--- config.mk ---
export PLATFORM = sky130hd
export DESIGN_NAME = gate_bist_flat
export DESIGN_NICKNAME = d
export VERILOG_FILES = /design/src/rtl/gate_bist_if.sv /design/src/rtl/gate_bist.sv /design/src/flat_wrapper.sv
export SDC_FILE = /design/constraint.sdc
export NUM_CORES = 1
export LEC_CHECK = 0
export ABC_AREA = 1
export CAP_MARGIN = 30
export CORE_ASPECT_RATIO = 1.1
export CORE_UTILIZATION = 42
export DETAILED_ROUTE_END_ITERATION = 16
export DONT_BUFFER_PORTS = 1
export GPL_TIMING_DRIVEN = 0
export PLACE_DENSITY = 0.67
export REMOVE_ABC_BUFFERS = 1
export SLEW_MARGIN = 25
export SYNTH_ARGS = -nofsm -noshare
export SYNTH_HDL_FRONTEND = slang
export SYNTH_SLANG_ARGS = --single-unit
export TNS_END_PERCENT = 10
--- constraint.sdc ---
create_clock -name clk -period 1.6 [get_ports clk]
set_input_delay 0.48 -clock clk [delete_from_list [all_inputs] [get_ports clk]]
set_output_delay 0.48 -clock clk [all_outputs]
set_load 0.01 [all_outputs]
--- src/rtl/gate_bist_if.sv ---
// rtl/gate_bist_if.sv - control and gate-drive bundle between a BIST host and gate_bist
//
// Signals:
//   start          host -> bist  begin a sweep (honoured only while idle)
//   gate_out       gut  -> bist  output of the gate under test
//   gate_a/gate_b  bist -> gut   stimulus, gate_a is vector bit 1, gate_b bit 0
//   busy           bist -> host  sweep in progress
//   done           bist -> host  one-cycle end-of-sweep pulse
//   pass           bist -> host  all four vectors matched
//   fail_map[3:0]  bist -> host  bit i set = vector i mismatched
//   first_fail_vec/first_fail_vld  present only with GATE_BIST_ERRLOG_EN
// Modports: slave = the BIST engine, master = the host/GUT side.
interface gate_bist_if;
  logic       start;
  logic       gate_out;
  logic       gate_a;
  logic       gate_b;
  logic       busy;
  logic       done;
  logic       pass;
  logic [3:0] fail_map;
`ifdef GATE_BIST_ERRLOG_EN
  logic [1:0] first_fail_vec;
  logic       first_fail_vld;

  modport slave (
    input  start, gate_out,
    output gate_a, gate_b, busy, done, pass, fail_map, first_fail_vec, first_fail_vld
  );
  modport master (
    output start, gate_out,
    input  gate_a, gate_b, busy, done, pass, fail_map, first_fail_vec, first_fail_vld
  );
`else
  modport slave (
    input  start, gate_out,
    output gate_a, gate_b, busy, done, pass, fail_map
  );
  modport master (
    output start, gate_out,
    input  gate_a, gate_b, busy, done, pass, fail_map
  );
`endif
endinterface

--- src/rtl/gate_bist.sv ---
// rtl/gate_bist.sv - self-test engine sweeping the four input vectors of a 2-input gate
//
// Drives {gate_a,gate_b} = 00,01,10,11 in turn, holds each SETTLE_CYCLES+1 cycles,
// samples gate_out on the last of those cycles and compares against EXPECTED[vec].
// Optional first-failure log enabled by defining GATE_BIST_ERRLOG_EN.
//
// Parameters:
//   EXPECTED       truth table, bit i = expected gate_out for vector i ({a,b})
//   SETTLE_CYCLES  settle cycles before sampling, legal 1..255
// Ports:
//   clk            rising-edge clock
//   rst_n          asynchronous active-low reset
//   bus            gate_bist_if.slave: start/gate_out in; gate_a, gate_b, busy, done,
//                  pass, fail_map (and first_fail_vec/vld) out
module gate_bist #(
  parameter logic [3:0]  EXPECTED      = 4'b0111,
  parameter int unsigned SETTLE_CYCLES = 2
) (
  input  logic        clk,
  input  logic        rst_n,
  gate_bist_if.slave  bus
);

  typedef enum logic [1:0] {
    S_IDLE   = 2'd0,
    S_SETTLE = 2'd1,
    S_SAMPLE = 2'd2,
    S_DONE   = 2'd3
  } state_t;

  localparam logic [7:0] CNT_LAST = 8'(SETTLE_CYCLES - 1);

  state_t     r_state, w_state_nxt;
  logic [1:0] r_vec, w_vec_nxt;
  logic [7:0] r_cnt, w_cnt_nxt;
  logic [3:0] r_fail_map, w_fail_map_nxt;
  logic       r_pass, w_pass_nxt;
  logic       w_mismatch;
  logic       w_drive;
`ifdef GATE_BIST_ERRLOG_EN
  logic [1:0] r_ff_vec, w_ff_vec_nxt;
  logic       r_ff_vld, w_ff_vld_nxt;
`endif

  always_ff @(posedge clk or negedge rst_n) begin
    if (!rst_n) begin
      r_state    <= S_IDLE;
      r_vec      <= 2'd0;
      r_cnt      <= 8'd0;
      r_fail_map <= 4'd0;
      r_pass     <= 1'b0;
`ifdef GATE_BIST_ERRLOG_EN
      r_ff_vec   <= 2'd0;
      r_ff_vld   <= 1'b0;
`endif
    end else begin
      r_state    <= w_state_nxt;
      r_vec      <= w_vec_nxt;
      r_cnt      <= w_cnt_nxt;
      r_fail_map <= w_fail_map_nxt;
      r_pass     <= w_pass_nxt;
`ifdef GATE_BIST_ERRLOG_EN
      r_ff_vec   <= w_ff_vec_nxt;
      r_ff_vld   <= w_ff_vld_nxt;
`endif
    end
  end

  assign w_mismatch = (bus.gate_out != EXPECTED[r_vec]);

  always_comb begin
    w_state_nxt    = r_state;
    w_vec_nxt      = r_vec;
    w_cnt_nxt      = r_cnt;
    w_fail_map_nxt = r_fail_map;
    w_pass_nxt     = r_pass;
`ifdef GATE_BIST_ERRLOG_EN
    w_ff_vec_nxt   = r_ff_vec;
    w_ff_vld_nxt   = r_ff_vld;
`endif
    case (r_state)
      S_IDLE: begin
        if (bus.start) begin
          w_state_nxt    = S_SETTLE;
          w_vec_nxt      = 2'd0;
          w_cnt_nxt      = 8'd0;
          w_fail_map_nxt = 4'd0;
          w_pass_nxt     = 1'b0;
`ifdef GATE_BIST_ERRLOG_EN
          w_ff_vec_nxt   = 2'd0;
          w_ff_vld_nxt   = 1'b0;
`endif
        end
      end
      S_SETTLE: begin
        w_cnt_nxt = r_cnt + 8'd1;
        if (r_cnt == CNT_LAST) begin
          w_state_nxt = S_SAMPLE;
        end
      end
      S_SAMPLE: begin
        w_fail_map_nxt = r_fail_map | (4'(w_mismatch) << r_vec);
`ifdef GATE_BIST_ERRLOG_EN
        // Only the first mismatch of a sweep is logged.
        if (w_mismatch && !r_ff_vld) begin
          w_ff_vec_nxt = r_vec;
          w_ff_vld_nxt = 1'b1;
        end
`endif
        if (r_vec != 2'd3) begin
          w_vec_nxt   = r_vec + 2'd1;
          w_cnt_nxt   = 8'd0;
          w_state_nxt = S_SETTLE;
        end else begin
          // Verdict registered on entry to DONE so it is valid with the done pulse
          // and already includes this final sample.
          w_pass_nxt  = (w_fail_map_nxt == 4'd0);
          w_state_nxt = S_DONE;
        end
      end
      S_DONE: begin
        w_state_nxt = S_IDLE;
      end
      default: begin
        w_state_nxt = S_IDLE;
      end
    endcase
  end

  // The vector is presented during both settle and sample; gate inputs rest at 0 otherwise.
  assign w_drive      = (r_state == S_SETTLE) || (r_state == S_SAMPLE);
  assign bus.gate_a   = w_drive & r_vec[1];
  assign bus.gate_b   = w_drive & r_vec[0];
  assign bus.busy     = w_drive;
  assign bus.done     = (r_state == S_DONE);
  assign bus.pass     = r_pass;
  assign bus.fail_map = r_fail_map;
`ifdef GATE_BIST_ERRLOG_EN
  assign bus.first_fail_vec = r_ff_vec;
  assign bus.first_fail_vld = r_ff_vld;
`endif

endmodule

--- src/flat_wrapper.sv ---
// flat-port wrapper written by rule: the top's interface ports become plain ports
module gate_bist_flat 
#(
  parameter logic [3:0]  EXPECTED      = 4'b0111,
  parameter int unsigned SETTLE_CYCLES = 2
)
  (clk, rst_n, bus_start, bus_gate_out, bus_gate_a, bus_gate_b, bus_busy, bus_done, bus_pass, bus_fail_map);
  gate_bist_if bus_i ();
  input  logic clk;
  input  logic rst_n;
  input wire logic [$bits(bus_i.start)-1:0] bus_start;
  input wire logic [$bits(bus_i.gate_out)-1:0] bus_gate_out;
  output wire logic [$bits(bus_i.gate_a)-1:0] bus_gate_a;
  output wire logic [$bits(bus_i.gate_b)-1:0] bus_gate_b;
  output wire logic [$bits(bus_i.busy)-1:0] bus_busy;
  output wire logic [$bits(bus_i.done)-1:0] bus_done;
  output wire logic [$bits(bus_i.pass)-1:0] bus_pass;
  output wire logic [$bits(bus_i.fail_map)-1:0] bus_fail_map;
  assign bus_i.start = bus_start;
  assign bus_i.gate_out = bus_gate_out;
  assign bus_gate_a = bus_i.gate_a;
  assign bus_gate_b = bus_i.gate_b;
  assign bus_busy = bus_i.busy;
  assign bus_done = bus_i.done;
  assign bus_pass = bus_i.pass;
  assign bus_fail_map = bus_i.fail_map;
  gate_bist #(.EXPECTED(EXPECTED), .SETTLE_CYCLES(SETTLE_CYCLES)) u_core (.clk(clk), .rst_n(rst_n), .bus(bus_i));
endmodule
* Word-level counts from Yosys, hierarchy flattened *
Index checks and enable logic that the tools add are counted.
Widths: inputs -> output; s select.

operators by class
  add/subtract/negate cells = 2
  $mul = 0
  div/mod/pow operators = 0
  $lt $le $gt $ge = 1
  equality and inequality tests = 10
  shift-type cells = 1
  mux-type cells = 17
  bitwise operators = 3
  reductions and logical operators = 10

operators by type and width
  operator             count
  $pmux 8 s3           1
  $mux 8               2
  $mux 2               5
  $reduce_and 3->1     3
  $add 8x1->8 const B  1
  $eq 8x1->1 const B   1
  $pmux 2 s4           1
  $pmux 4 s2           1
  $ne 2x2->1 const B   3
  $eq 2x2->1 const B   2
  $logic_not 4->1      1
  $mux 4               1
  $ne 2x1->1 const B   2
  $or 4x4->4           1
  $pmux 2 s2           1
  $reduce_and 2->1     2
  $shl 1x2->4          1
  $lt 2x3->1 const B   1
  $mux 1               3
  $reduce_bool 3->1    1
  $add 2x1->2 const B  1
  $and 1x1->1          2
  $bmux 1 s2           1
  $eq 2x1->1 const B   1
  other kinds (5)      5

storage, ports and cells
  flip-flop bits (word level) = 17
  bits in latches = 0
  bits in writable memories = 0
  memory bits (read-only) = 0
  input port bits = 4
  output and inout bits = 9
  word-level logic and storage cells = 49
  memories = 0

* Logic depth before layout (Yosys ltp) *
Gate-level depths: netlist (run 1).

  depth after elaboration = 8
  gate-level depth with buffers = 11
  mapped depth without buffers = 11

* Worst setup path after synthesis (run 1) *
Ideal clock, no wire load.

  path kind = register to output
  start point = register u_core.r_state[0]
  end point = output bus_gate_b
  arrival = 941 ps
  data required time = 1120 ps
  slack = 179 ps
  cell stages (with the launch flop) = 5
  buffers on the path = 0
  path through = dfrtp_1 > inv_1 > ha_1 > nand2_1 > inv_1

on the way
  word-level cells in the longest chain between the ends = 3
  elaborated cells on any way between the ends = 4
  classes of those cells = eq/ne: 2; bitwise: 1; reduce/logical: 1

ends and longest elaborated chain
  item                                             line                text
  start, declared                                  gate_bist.sv:33     state_t r_state, w_state_nxt;
  start signal, assigned                           gate_bist.sv:57     r_state <= w_state_nxt;
  $eq 2x1->1 / $eq 2x2->1 (equally long branches)  gate_bist.sv:131    assign w_drive = (r_state == S_SETTLE) || (r_state == S_SAMPLE);
  $logic_or 1x1->1 (*)                             gate_bist.sv:131
  named net bus_busy                               flat_wrapper.sv:15  output wire logic [$bits(bus_i.busy)-1:0] bus_busy;
  $and 1x1->1 (*)                                  gate_bist.sv:133    assign bus.gate_b = w_drive & r_vec[0];
  end, declared                                    flat_wrapper.sv:14  output wire logic [$bits(bus_i.gate_b)-1:0] bus_gate_b;

Mark *: on every way through the listed nets, which the timed path passes. The rest lies on a longest branch.

* Worst setup path after layout (run 1) *
  start point = register u_core.r_state[1]
  end point = output bus_gate_a

on the way
  word-level cells in the longest chain between the ends = 3
  elaborated cells on any way between the ends = 4
  classes of those cells = eq/ne: 2; bitwise: 1; reduce/logical: 1

ends and longest elaborated chain
  item                                             line                text
  $eq 2x1->1 / $eq 2x2->1 (equally long branches)  gate_bist.sv:131
  $logic_or 1x1->1 (*)                             gate_bist.sv:131
  named net bus_busy                               flat_wrapper.sv:15
  $and 1x1->1 (*)                                  gate_bist.sv:132    assign bus.gate_a = w_drive & r_vec[1];
  end, declared                                    flat_wrapper.sv:13  output wire logic [$bits(bus_i.gate_a)-1:0] bus_gate_a;

Marks and branches as above.

==> flow_metrics.py, run 1 <==
metrics = {
    "sta": {
        "maxSlewViolCount": 0,
        "worst_slew_pin_slew_ps": 767.6,
        "fin_hold_ws_ps": 528.2,
        "setup_violations": 2,
        "slew_headroom_pct": 48.66,
        "fmax_ghz": 0.6139,
        "hold_viol_final": 0,
        "fin_crit_sh_pct": 101.8,
        "period_needed_ps": 1629,
        "worst_slack_ps": -29.03,
        "setup_tns_ps": -55.80,
        "clock_skew_ps": 3.552,
        "rsz0062_at_grt": "yes",
    },
    "global_routing": {
        "gr-total-overflow": 0,
        "antenna_found_initial": 0,
        "grt_max_degree": 18,
        "grt.total_usage_pct": 18.29,
        "grt_pass1_wl_um": 3684,
        "grt_pass1_vias": 919,
    },
    "route": {
        "first_pass_iters": 4,
        "vias": 891,
        "routedWlPerCell_um": 11.62,
        "drc_errors": 0,
        "wl_um": 2092,
        "vias_per_cell": 4.950,
        "drt_iter0_markers": 11,
        "ant_nets": 0,
    },
    "worst_setup_path": {
        "cp_num_cells": 4,
        "cpMaxStageDelayCell": "dfrtp_1",
        "end_kind": "output pin",
        "worst-r2r-cell-count": 9,
        "crit_top_cell": "inv_2",
        "reg2reg_from": "u_core.r_state[1]",
        "cp-startpoint": "u_core.r_state[1]",
        "crit_chain": "inv_2, ha_4, nand2_2, inv_2",
        "crit_family": "flip-flops",
        "crit_required_ps": 1120,
        "arrival_ps": 1150,
        "cp_max_fo": 3,
        "critPathCapture": "bus_gate_a",
        "crit_type": "flop to output pin",
        "worst-path-buf-inv": 2,
        "slowest_delay_ps": 380,
        "critPathLaunchType": "flop",
        "r2r-end": "u_core.r_cnt[3]",
        "r2r_slack_ps": 50,
    },
    "die": {
        "rows": 18,
        "die_h_um": 54.78,
        "core_area_um2": 2320,
        "dieArea_um2": 2738,
        "die_x_um": 49.98,
        "initial_core_util_pct": 45.85,
        "io_pins": 13,
    },
    "synthesis": {
        "ys_warn_count": 0,
        "synth_area_um2": 1064,
        "ys_seq_elements": 17,
        "synth_cell_type_count": 17,
        "yosysSeqAreaShare_pct": 40.00,
        "syn_avg_cell_area_um2": 7.490,
        "synthCells": 142,
    },
    "clock_tree": {
        "clk_path_buf_depth": 2,
        "clk-insertion-delay-late_ps": 290,
        "cts_tree": "yes",
        "cts-root-buf": "clkbuf_4",
        "clock_sinks": 17,
        "cts_buffers": 3,
        "clk_pin_slew_ps": 100,
        "htree_levels": 1,
    },
    "worst_hold_path": {
        "min_path_type": "input pin to flop",
    },
    "power": {
        "p_per_area_nw_per_um2": 1383,
        "p_leak_nw": 0.6210,
        "peakVddDrop_mv": 0.9841,
    },
    "cells_and_area": {
        "utilization_pct": 51.02,
        "finish.net_count": 162,
        "drive_above_1_share_pct": 18.67,
        "fill_cells": 234,
        "syn_to_final_growth_pct": 11.29,
        "antenna_cells": 0,
    },
    "run_status": {
        "status": "finished with violations",
        "violations": "setup timing",
    },
    "flow_run": {
        "max_cap_viol_count": 0,
    },
    "placement": {
        "hpwlAfterDp_um": 1625,
        "gp_congestion": 0.8024,
        "port_buffers": 0,
    },
}
## cells in the final DEF (no fill, tap or decap), types with 4 or more instances in the layout
cell type,n
dfrtp_1,17
ha_1,4
inv_1,21
inv_2,8
nand2_1,29
nand2_2,5
nand3_1,21
nand4_1,4
nor2_1,7
o21ai_0,12
## cells in the mapped netlist
library cell,number,share of area (%)
dfrtp_1,17,40
ha_1,7,8.2
inv_1,25,8.8
inv_2,4,1.4
mux2i_1,1,0.94
nand2_1,31,11
nand2_2,3,1.8
nand2_4,1,1.1
nand3_1,21,9.9
nand4_1,4,2.4
nor2_1,7,2.5
nor2_2,2,1.2
nor2_4,2,2.1
nor3_1,2,0.94
o21ai_0,12,5.6
o22ai_1,1,0.59
xor2_1,2,1.6
## power by group
group / internal (W) / leakage (nW) / switching [W]
registers: 0.000508 / 0.232 / 0.0000814
clock network: 0.0000928 / 0.0177 / 0.000139
logic: 0.000293 / 0.372 / 0.000524
## routing by layer
layer | global-route usage [%] | vias to the layer above | share of wire, %
li1 | - | 466 | -
met1 | 19.90 | 412 | 46
met2 | 34.67 | 11 | 51
met3 | 3.611 | 2 | 2.6
met4 | 8.095 | 0 | 0.96
met5 | 0 | - | 0
## worst min-delay path, stage by stage
cell,delay (ps)
nor2_1,40
inv_2,100
nand3_1,100
nand2_1,70
## worst min path at each step
stage          slack [ps]                     end  cells after the start       from
2_1_floorplan         180  u_core.bus.fail_map[0]                      0      rst_n
3_5_place_dp          180         u_core.r_cnt[4]                      0      rst_n
3_3_place_gp          180         u_core.r_cnt[4]                      0      rst_n
5_1_grt               540       u_core.r_state[1]                      4  bus_start
4_1_cts               520       u_core.r_state[1]                      4  bus_start
6_report              530       u_core.r_state[1]                      4  bus_start
## cell type report
| cell class | count | area, um2 | share of cell area [%] |
|---|---|---|---|
| flip-flops and latches | 17 | 425.4 | 35.94 |
| multi-input cells | 96 | 551.8 | 46.62 |
| well taps | 30 | 37.54 | 3.171 |
| inverters | 29 | 108.9 | 9.197 |
| repair buffers | 4 | 32.53 | 2.748 |
| clock inverters | 1 | 5.005 | 0.4228 |
| clock buffers | 3 | 22.52 | 1.903 |
## stage by stage
| step | setup WS (ps) | std cells | power (W) | cell area (um2) |
|---|---|---|---|---|
| 5_1_grt | -75.60 | 180 | 0.001789 | 1184 |
| 3_5_place_dp | 1.971 | 172 | 0.001290 | 1101 |
| 4_1_cts | -31.74 | 180 | 0.001647 | 1181 |
| 3_3_place_gp | 44.58 | 172 | 0.001264 | 1101 |
| 2_1_floorplan | 179.3 | 142 | 0.001142 | 1064 |
| 6_report | -29.03 | 180 | 0.001637 | 1184 |
## timing repair
action | CTS | global route
endpoints found under the setup margin | 4 | 5
setup buffers | 3 | 0
hold buffers | 1 | 0
gates resized for setup | 8 | 1
pin swaps | 1 | 0
endpoints found under the hold margin | 17 | 0
## state kept, by name (all words and copies together), names as in the netlist
signal	cells
u_core.r_cnt	8
u_core.bus.pass	1
u_core.bus.fail_map	4
u_core.r_state	2
u_core.r_vec	2
## kinds of logic after synthesis
family	count (synthesis)	share of synthesized area (%)
AND/OR/NAND/NOR	73	32.71
multiplexers	1	0.9412
buffers and inverters	29	10.23
flip-flops	17	40.00
AO/OA/AOI/OAI	13	6.236
XOR/XNOR	2	1.647
adder cells (fa/ha/maj)	7	8.235
(Power assumes the default switching activity.)
==> inputs of run 2 (changes only) <==
- CORE_MARGIN: not set -> 1.5
==> flow_metrics.py, run 2 (synthesis results as in run 1) <==
metrics = {
    "run_status": {
        "status": "finished with violations",
        "violations": "setup timing",
    },
    "worst_setup_path": {
        "arrival_ps": 1150,
        "critPathLaunchType": "flop",
        "cpMaxStageDelayCell": "dfrtp_1",
        "crit_top_cell": "inv_2",
        "cp_max_fo": 3,
        "worst-path-buf-inv": 2,
        "slowest_delay_ps": 390,
        "crit_required_ps": 1120,
        "crit_family": "flip-flops",
        "crit_type": "flop to output pin",
        "crit_chain": "inv_2, ha_4, nand2_2, inv_2",
        "end_kind": "output pin",
    },
    "sta": {
        "rsz0062_at_grt": "yes",
        "clock_skew_ps": 0.9263,
        "fmax_ghz": 0.6143,
        "setup_violations": 2,
        "slew_headroom_pct": 46.87,
        "worst_slew_pin_slew_ps": 794.3,
        "period_needed_ps": 1628,
        "fin_crit_sh_pct": 101.7,
        "maxSlewViolCount": 0,
        "worst_slack_ps": -28.00,
        "hold_viol_final": 0,
    },
    "global_routing": {
        "grt_pass1_vias": 861,
        "grt.total_usage_pct": 16.29,
        "grt_pass1_wl_um": 3532,
        "antenna_found_initial": 0,
        "gr-total-overflow": 0,
        "grt_max_degree": 18,
    },
    "die": {
        "rows": 18,
        "dieArea_um2": 2843,
        "die_x_um": 50.98,
        "initial_core_util_pct": 45.85,
        "die_h_um": 55.78,
        "core_area_um2": 2320,
        "io_pins": 13,
    },
    "route": {
        "drt_iter0_markers": 14,
        "wl_um": 2007,
        "ant_nets": 0,
        "vias_per_cell": 4.894,
        "first_pass_iters": 4,
        "vias": 881,
        "routedWlPerCell_um": 11.15,
        "drc_errors": 0,
    },
    "placement": {
        "hpwlAfterDp_um": 1559,
        "post-place-ws_ps": 30.60,
        "port_buffers": 0,
        "dpl.cell_count": 172,
        "gp_congestion": 0.7813,
        "place_area_um2": 1101,
    },
    "cells_and_area": {
        "layout.area.seq_um2": 425.4,
        "fin_area_um2": 1185,
        "multi_input_area_um2": 551.8,
        "fill_cells": 237,
        "antenna_cells": 0,
        "syn_to_final_growth_pct": 11.41,
        "mostFrequentLayoutCells": "nand2_1 (29), inv_1 (21), nand3_1 (21)",
        "finish.net_count": 162,
        "largest_reg_flops": 8,
        "stdcell_count": 180,
        "largest-register": "u_core.r_cnt",
        "final_common_cell": "nand2_1",
        "drive_above_1_share_pct": 18.00,
    },
    "worst_hold_path": {
        "min_path_type": "input pin to flop",
    },
    "clock_tree": {
        "htree_levels": 1,
        "clk-insertion-delay-late_ps": 280,
        "clk_path_buf_depth": 2,
        "cts_tree": "yes",
        "clock_sinks": 17,
        "clk_pin_slew_ps": 100,
        "cts-root-buf": "clkbuf_4",
        "cts_buffers": 3,
    },
    "power": {
        "peakVddDrop_mv": 0.9688,
        "p_leak_nw": 0.6188,
        "p_total_w": 0.001629,
        "p_per_area_nw_per_um2": 1374,
    },
    "flow_run": {
        "max_cap_viol_count": 0,
    },
}
run 2: path summary, 6_finish.rpt:
check	slack [ps]	end	depth (start not counted)	from
worst max-delay path	-30	bus_gate_b	4	u_core.r_state[1]
worst max register to register	80	u_core.r_cnt[3]	9	u_core.r_state[1]
worst min register to register	530	u_core.r_cnt[7]	2	u_core.r_cnt[7]
max in group asynchronous	390	u_core.r_cnt[5]	1	rst_n
min in group asynchronous	720	u_core.r_cnt[4]	1	rst_n
worst min-delay path	510	u_core.r_state[1]	4	bus_start
run 2: power breakdown:
part           total (W)  internal [W]  switching (W)
clock           0.000227     0.0000967       0.000130
combinational   0.000812      0.000296       0.000517
sequential      0.000589      0.000508      0.0000814
run 2: what timing repair did:
| action | 4_1_cts | 5_1_grt |
|---|---|---|
| setup endpoints to repair | 3 | 16 |
| pin swaps | 1 | 0 |
| gates resized for setup | 8 | 2 |
| buffers inserted | 3 | 0 |
| hold buffers | 1 | 0 |
| hold endpoints to repair | 17 | 0 |
run 2: layout make-up:
| cell class | instances | area share (%) |
|---|---|---|
| repair buffers | 4 | 2.746 |
| clock buffers | 4 | 2.218 |
| inverters | 29 | 9.398 |
| multi-input cells | 96 | 46.57 |
| flip-flops and latches | 17 | 35.90 |
| well taps | 30 | 3.168 |
run 2: stage by stage:
stage | hold WS [ps] | TNS [ps] | utilization [%]
6_report | 513.6 | -55.09 | 51.08
3_5_place_dp | 184.9 | 0 | 47.46
2_1_floorplan | 184.4 | 0 | -
3_3_place_gp | 184.9 | 0 | 47.46
4_1_cts | 508.1 | -60.34 | 50.86
5_1_grt | 547.3 | -281.6 | 51.08
run 2: layer usage:
metal | global-route usage (%) | share of wire, % | vias to the layer above
li1 | - | - | 467
met1 | 19.76 | 47 | 401
met2 | 26.53 | 49 | 11
met3 | 3.495 | 3.0 | 2
met4 | 8.494 | 1.2 | 0
met5 | 0 | 0 | -
run 2: tightest hold or removal path, stage by stage:
cell and delay [ps]:
nor2_1 40, inv_2 100, nand3_1 80, nand2_1 60
==> inputs of run 3 (changes only) <==
- CORE_UTILIZATION: 42 -> 40
- PLACE_DENSITY: 0.67 -> 0.65
==> flow_metrics.py, run 3 (synthesis results as in run 1) <==
metrics = {
    "die": {
        "initial_core_util_pct": 42.20,
        "rows": 19,
        "io_pins": 13,
        "core_area_um2": 2520,
        "die_h_um": 57.08,
        "die_x_um": 52.17,
        "dieArea_um2": 2978,
    },
    "run_status": {
        "violations": "setup timing",
        "status": "finished with violations",
    },
    "sta": {
        "setup_violations": 2,
        "hold_viol_final": 0,
        "clock_skew_ps": 2.531,
        "worst_slack_ps": -36.43,
        "worst_slew_pin_slew_ps": 809.5,
        "fin_hold_ws_ps": 521.6,
        "period_needed_ps": 1636,
        "fin_crit_sh_pct": 102.3,
        "fmax_ghz": 0.6111,
        "slew_headroom_pct": 45.85,
        "maxSlewViolCount": 0,
        "rsz0062_at_grt": "yes",
    },
    "power": {
        "p_leak_nw": 0.6174,
        "p_int_w": 0.0009039,
        "peakVddDrop_mv": 1.043,
        "switching_power_w": 0.0007475,
        "pwr-share-comb_pct": 50.0,
        "clkPwrFrac_pct": 14.1,
        "seq_power_share_pct": 35.9,
        "switching_share_pct": 45.26,
        "p_per_area_nw_per_um2": 1391,
    },
    "worst_hold_path": {
        "min_path_type": "input pin to flop",
    },
    "route": {
        "wl_um": 2079,
        "ant_nets": 0,
        "vias": 914,
        "drc_errors": 0,
        "drt-met1-wl_um": 946,
        "first_pass_iters": 4,
        "routed.top_layer": "met4",
        "wl_met3_um": 70,
        "vias_per_cell": 5.050,
        "routedWlPerCell_um": 11.49,
        "met2WireLength_um": 1022,
        "drt_iter0_markers": 22,
    },
    "placement": {
        "port_buffers": 0,
        "post-place-ws_ps": 32.31,
        "gp_congestion": 0.7743,
        "hpwlAfterDp_um": 1570,
    },
    "clock_tree": {
        "clock_sinks": 17,
        "cts-root-buf": "clkbuf_4",
        "cts_tree": "yes",
        "clk_pin_slew_ps": 100,
        "htree_levels": 1,
        "cts_buffers": 3,
        "clk_path_buf_depth": 2,
        "clk-insertion-delay-late_ps": 290,
    },
    "global_routing": {
        "grt_max_degree": 18,
        "grt_pass1_wl_um": 3850,
        "antenna_found_initial": 0,
        "gr-total-overflow": 0,
        "grt.total_usage_pct": 16.93,
        "grt_pass1_vias": 920,
    },
    "cells_and_area": {
        "utilization_pct": 47.12,
        "syn_to_final_growth_pct": 11.65,
        "largest-register": "u_core.r_cnt",
        "final_common_cell": "nand2_1",
        "antenna_cells": 0,
        "drive_above_1_share_pct": 18.67,
        "mostFrequentLayoutCells": "nand2_1 (29), inv_1 (21), nand3_1 (21)",
        "largest_reg_flops": 8,
        "finish.net_count": 162,
    },
    "worst_setup_path": {
        "critPathLaunchType": "flop",
        "crit_type": "flop to output pin",
        "crit_required_ps": 1120,
        "arrival_ps": 1160,
        "cp_max_fo": 3,
        "end_kind": "output pin",
    },
    "flow_run": {
        "max_cap_viol_count": 0,
    },
}
[run 3: changes by cell type in the layout (fill, tap and decap cells not counted)]
cell,change
dfrtp_1,-1
dfrtp_2,+1
[run 3: layer usage]
metal | GRT usage, % | vias to the layer above
met4 | 7.692 | 0
met2 | 28.03 | 13
met3 | 2.356 | 5
met1 | 21.75 | 430
met5 | 0 | -
li1 | - | 466
[run 3: critical path: stages, from the launching register on]
cell and delay [ps]:
dfrtp_1 380, inv_2 70, ha_4 290, nand2_2 60, inv_2 70
[run 3: worst paths after layout]
| kind | startpoint | to | cells after the start | slack [ps] |
|---|---|---|---|---|
| min reg2reg | u_core.r_cnt[7] | u_core.r_cnt[7] | 2 | 530 |
| min in group asynchronous | rst_n | u_core.r_cnt[4] | 1 | 710 |
| max reg2reg | u_core.r_state[1] | u_core.r_cnt[3] | 9 | 60 |
| min | bus_start | u_core.r_state[0] | 4 | 520 |
| max in group asynchronous | rst_n | u_core.r_vec[0] | 1 | 330 |
| max | u_core.r_state[0] | bus_gate_a | 4 | -40 |
[run 3: power groups by stage]
stage               registers (W)  clock network [W]  logic (W)
floorplan                0.000586                  0   0.000556
global placement         0.000606                  0   0.000658
detailed placement       0.000607                  0   0.000682
CTS                      0.000591           0.000242   0.000822
global route             0.000603           0.000263   0.000957
finish                   0.000593           0.000232   0.000826
[run 3: area by class of cell]
cell class | instances | area (um2)
Clock buffer | 4 | 26.28
Timing Repair Buffer | 4 | 32.53
Sequential cell | 17 | 426.7
Inverter | 29 | 111.4
Tap cell | 31 | 38.79
Multi-Input combinational cell | 96 | 551.8
Fill cell | 263 | 1333
[run 3: what timing repair did]
item                                    4_1_cts  5_1_grt
resized for setup                             8        3
hold endpoints to repair                     17        0
pin swaps                                     1        0
endpoints found under the setup margin        3       16
hold buffers                                  1        0
cloned                                        0        0
setup buffers                                 3        0
[run 3: stage by stage]
stage	cells	power [W]	TNS, ps	instance area, um2
after floorplan	142	0.001142	0	1064
after global placement	173	0.001264	0	1102
after detailed placement	173	0.001289	0	1102
after CTS	181	0.001655	-83.39	1181
after global routing	181	0.001822	-294.0	1187
final	181	0.001651	-67.48	1187
==> RTL edit 1 (config.mk and constraints of run 3) <==
Make the reset (`rst_n`) synchronous in one clocked block. Comments in the files are not updated.
--- a/src/rtl/gate_bist.sv
+++ b/src/rtl/gate_bist.sv
@@ -43,5 +43,5 @@
 `endif
 
-  always_ff @(posedge clk or negedge rst_n) begin
+  always_ff @(posedge clk) begin
     if (!rst_n) begin
       r_state    <= S_IDLE;
Formal check against the unedited RTL: differs if rst_n is asserted again (counterexample within 4 cycles, from zero or initial values and one cycle with rst_n low); with rst_n held inactive, the same outputs for 10 cycles.
==> RTL edit 1 against run 3 <==
The run still ends with setup timing left. Design area shrank 4.0%. Sequential cell count stayed put. Final cell count down 1.7%. Setup slack improved by 17 ps. Count of clock-buffer cells in the layout did not move. Total power shrank 10%. Synthesized area shrank 6.8%. Wire length is 4.1% lower. Non-clock buffer count increased by 1. Global-route usage is 1.6 points lower. Critical path type unchanged. Critical endpoint unchanged. Largest power group unchanged.
==> RTL edit 1: results <==
{
  "grt_pass1_vias": 779,
  "multiInputGateArea_um2": 581,
  "dpl.hpwl_mm": 1.42,
  "p_switching_w": 0.000616,
  "ys_types": 21,
  "gr-usage-all-layers": 0.153,
  "gp_congestion": 0.862,
  "via_per_inst": 5.03,
  "final-nonclk-buf-share": 0.0329,
  "place_area_um2": 1030,
  "area_growth_pct": 15.0,
  "maxCapViolCount": 0,
  "status": "finished, violations left",
  "hp-start": "rst_n",
  "seq_share": 0.302,
  "clock_buffers": 4,
  "fillCellCount": 234,
  "worstPathMaxFanout": 4,
  "num-nets-final": 161,
  "nonClockInverterCount": 29,
  "syn_inst": 139,
  "cp-startpoint": "u_core.r_state[0]",
  "multi_input_gates": 93,
  "vdd_drop_max_v": 0.000894,
  "violations": "setup timing",
  "p_comb_frac": 0.485,
  "n_sequential_cell": 17,
  "wl_mm": 1.99,
  "clockNetworkAreaShare": 0.0231,
  "yosys_warnings": 0,
  "antenna_found_initial": 0,
  "ys_async_sr_fraction": 0,
  "n_antenna_cell": 0,
  "drt_iter0_drc": 12,
  "r2r_start": "u_core.r_state[1]",
  "die_w_um": 50.5,
  "synth_commonest_cells": "28 x inv_1, 27 x nand2_1, 17 x dfxtp_1, 11 x nand3_1, 10 x a21oi_1",
  "tightest_slew_ps": 299,
  "clk_pin_slew_ps": 90,
  "synth.area.top_cells": "dfxtp_1 34%, inv_1 11%, nand2_1 10%",
  "dp.cells": 169,
  "synth_flop_cell": "dfxtp_1",
  "seq_area_frac_synth": 0.343,
  "seq_power_share": 0.359,
  "p_leak_nw": 0.485,
  "fin_ws_ps": -19.7,
  "vias": 895,
  "drive_gt1_frac": 0.189,
  "top_register": "u_core.r_cnt",
  "buffers_excl_clock": 5,
  "cp.arrival_ps": 1140,
  "grt_pass1_wl_mm": 3.31,
  "skew_ps": 8.68,
  "setup_violations": 2,
  "grt_max_degree": 10
}
RTL edit 1: cell count changes after synthesis, moves of 3 or more:
cell and change:
a21oi_1 +10, a221oi_1 +3, dfrtp_1 -17, dfxtp_1 +17, inv_1 +3, inv_2 -4
nand2_1 -4, nand3_1 -10, nor3_1 +6, o21ai_0 -8
RTL edit 1: worst paths after layout:
path | endpoint | slack, ps | cells past startpoint
setup / recovery | bus_gate_a | -20 | 4
hold / removal | u_core.r_state[0] | 300 | 2
setup reg to reg | u_core.r_cnt[2] | 50 | 7
hold reg to reg | u_core.r_cnt[6] | 510 | 2
RTL edit 1: per-layer routing:
layer	wire length, um	global-route usage	up-vias
met5	0	0	-
met4	27	0.0579	0
met3	58	0.0568	4
met2	1020	0.273	8
li1	-	-	474
met1	889	0.160	409
RTL edit 1: kinds of logic (layout without fill, tap and decap cells):
kind of cell,after synthesis,in the layout,synth area share
buffers and inverters,29,38,0.110
AOI/OAI and AO/OA,22,22,0.138
and+or+nand+nor,63,63,0.308
adders and majority gates,8,8,0.101
DFF,17,17,0.343
RTL edit 1: critical path, stage by stage (launching register included):
cell and delay (ps):
dfxtp_2 370, inv_4 60, ha_4 290, nand2_2 60, inv_2 70
RTL edit 1: what timing repair did:
action,4_1_cts,5_1_grt
resized for setup,10,7
endpoints found under the setup margin,6,12
pin swaps,1,1
buffers inserted,4,1
RTL edit 1: metrics by stage:
stage / setup WS [ps] / power (W) / TNS (ps)
after global placement: -17.8 / 0.00105 / -28.7
final: -19.7 / 0.00148 / -33.4
after detailed placement: -41.4 / 0.00107 / -93.2
after global routing: -69.2 / 0.00160 / -353
after CTS: -11.1 / 0.00142 / -34.3
after floorplan: 167 / 0.000960 / 0
==> RTL edit 2 (settings of run 3) <==
Made on the original files. `EXPECTED` is set to 4'b0111 in 2 places; all go to 4'b0101.
--- a/src/rtl/gate_bist.sv
+++ b/src/rtl/gate_bist.sv
@@ -14,5 +14,5 @@
 //                  pass, fail_map (and first_fail_vec/vld) out
 module gate_bist #(
-  parameter logic [3:0]  EXPECTED      = 4'b0111,
+  parameter logic [3:0]  EXPECTED      = 4'b0101,
   parameter int unsigned SETTLE_CYCLES = 2
 ) (
--- a/src/flat_wrapper.sv
+++ b/src/flat_wrapper.sv
@@ -2,5 +2,5 @@
 module gate_bist_flat 
 #(
-  parameter logic [3:0]  EXPECTED      = 4'b0111,
+  parameter logic [3:0]  EXPECTED      = 4'b0101,
   parameter int unsigned SETTLE_CYCLES = 2
 )
Behaviour: not the same (Yosys sat finds a counterexample within 10 cycles, from zero or initial values and one cycle with rst_n low).
==> RTL edit 2 against run 3 <==
The flow still finishes with violations (setup timing). Wire length is 4.7% higher. Sequential cell count stayed put. Setup slack worse by 27 ps. Synthesized area is 3.5% higher. First-iteration DRC count is 77% lower. Total power is 31% higher. Design area is 7.2% higher. Non-clock buffer count is 1 higher.
==> RTL edit 2: results <==
{
  "cpLargestDelayFamily": "flip-flops",
  "grt_pass1_wl_mm": 3.83,
  "r2r_start": "u_core.r_vec[0]",
  "drt_iter0_drc": 5,
  "setup-tns-final_ps": -125,
  "wire_per_inst_um": 12.3,
  "gp_congestion": 0.780,
  "slowest_stage": "dfrtp_1",
  "skew_ps": 6.03,
  "cp-startpoint": "u_core.r_state[0]",
  "drive_gt1_frac": 0.212,
  "p_leak_nw": 0.642,
  "setup_violations": 2,
  "p_int_w": 0.00112,
  "dpl.hpwl_mm": 1.61,
  "clk_pin_slew_ps": 110,
  "cp.arrival_ps": 1180,
  "grt_pass1_vias": 879,
  "slew_headroom": 0.488,
  "seq_area_frac_synth": 0.386,
  "num-nets-final": 161,
  "via_per_inst": 5.16,
  "vdd_drop_max_v": 0.000987,
  "fin_ws_ps": -63.6,
  "violations": "setup timing",
  "status": "finished, violations left",
  "synth.area.top_cells": "dfrtp_1 39%, ha_1 11%, nand2_1 9.5%",
  "ys_types": 23,
  "synth_commonest_cells": "28 x nand2_1, 23 x inv_1, 17 x dfrtp_1, 11 x nor2_1"
}
==> RTL edit 2: cell types whose count changed after synthesis, moves of 2 or more <==
cell     delta
o31ai_1     +2
a21oi_1     +3
inv_1       -2
inv_2       -2
nand4_1     +3
nand3_1    -13
ha_1        +3
nand2_1     -3
nand3_2     +2
o21ai_0     -2
nand2_2     -2
nor2_1      +4
==> RTL edit 2: cell type report <==
type	count	area [um2]	share of cell area
inverters	25	98.8	0.0777
multi-input cells	95	639	0.502
clock inverters	1	5.00	0.00393
clock buffers	3	22.5	0.0177
flip-flops and latches	17	428	0.336
repair buffers	5	40.0	0.0315
well taps	31	38.8	0.0305
==> RTL edit 2: metal layers <==
layer  vias to the layer above  track usage  share of wire
li1                        459            -              -
met1                       436        0.211           0.44
met2                        14        0.275           0.50
met3                         5       0.0309          0.039
met4                         0       0.0806          0.023
met5                         -            0              0
==> RTL edit 2: path summary, 6_finish.rpt <==
path	endpoint	slack, ps	cells past startpoint
max	bus_gate_b	-60	4
min	u_core.bus.fail_map[3]	440	3
max reg2reg	u_core.bus.pass	100	9
min reg2reg	u_core.r_cnt[0]	570	1
max in group asynchronous	u_core.r_vec[0]	390	1
min in group asynchronous	u_core.r_cnt[7]	680	1
==> RTL edit 2: through the flow <==
stage | hold WS [ps] | std cells | instance area [um2] | utilization | worst slack (ps)
after floorplan | 184 | 137 | 1100 | - | 116
after global placement | 185 | 168 | 1140 | 0.444 | -32.5
after detailed placement | 185 | 168 | 1140 | 0.444 | -129
after CTS | 441 | 177 | 1230 | 0.479 | -79.3
after global routing | 470 | 177 | 1270 | 0.496 | -126
final | 440 | 177 | 1270 | 0.496 | -63.6
==> RTL edit 2: cells by family after synthesis <==
group,synth area share
buf+inv,0.0852
mux,0.00909
xor+xnor,0.0159
simple gates,0.311
flops,0.386
fa+ha+maj,0.114
compound gates,0.0784
==> RTL edit 2: power by group through the flow <==
stage	clock network, W	logic, W	registers [W]
final	0.000244	0.00124	0.000686
after detailed placement	0	0.000954	0.000700
after global routing	0.000267	0.00141	0.000705
after floorplan	0	0.000789	0.000666
after global placement	0	0.000920	0.000691
after CTS	0.000252	0.00115	0.000683
==> RTL edit 2: repair_timing <==
item                                    CTS  global route
endpoints found under the setup margin    8            17
setup buffers                             4             0
hold endpoints to repair                 17             0
hold buffers                              1             0
pin swaps                                 1             4
gates resized for setup                  10            10
==> RTL edit 2: worst reg2reg max path, stage by stage (launching register included) <==
cell and delay [ps]:
dfrtp_2 460, inv_1 100, ha_1 230, nor2_1 110
nand2_1 100, nand2_1 80, nor2_1 40, a21oi_1 170
nand3_1 100, nand2_1 60
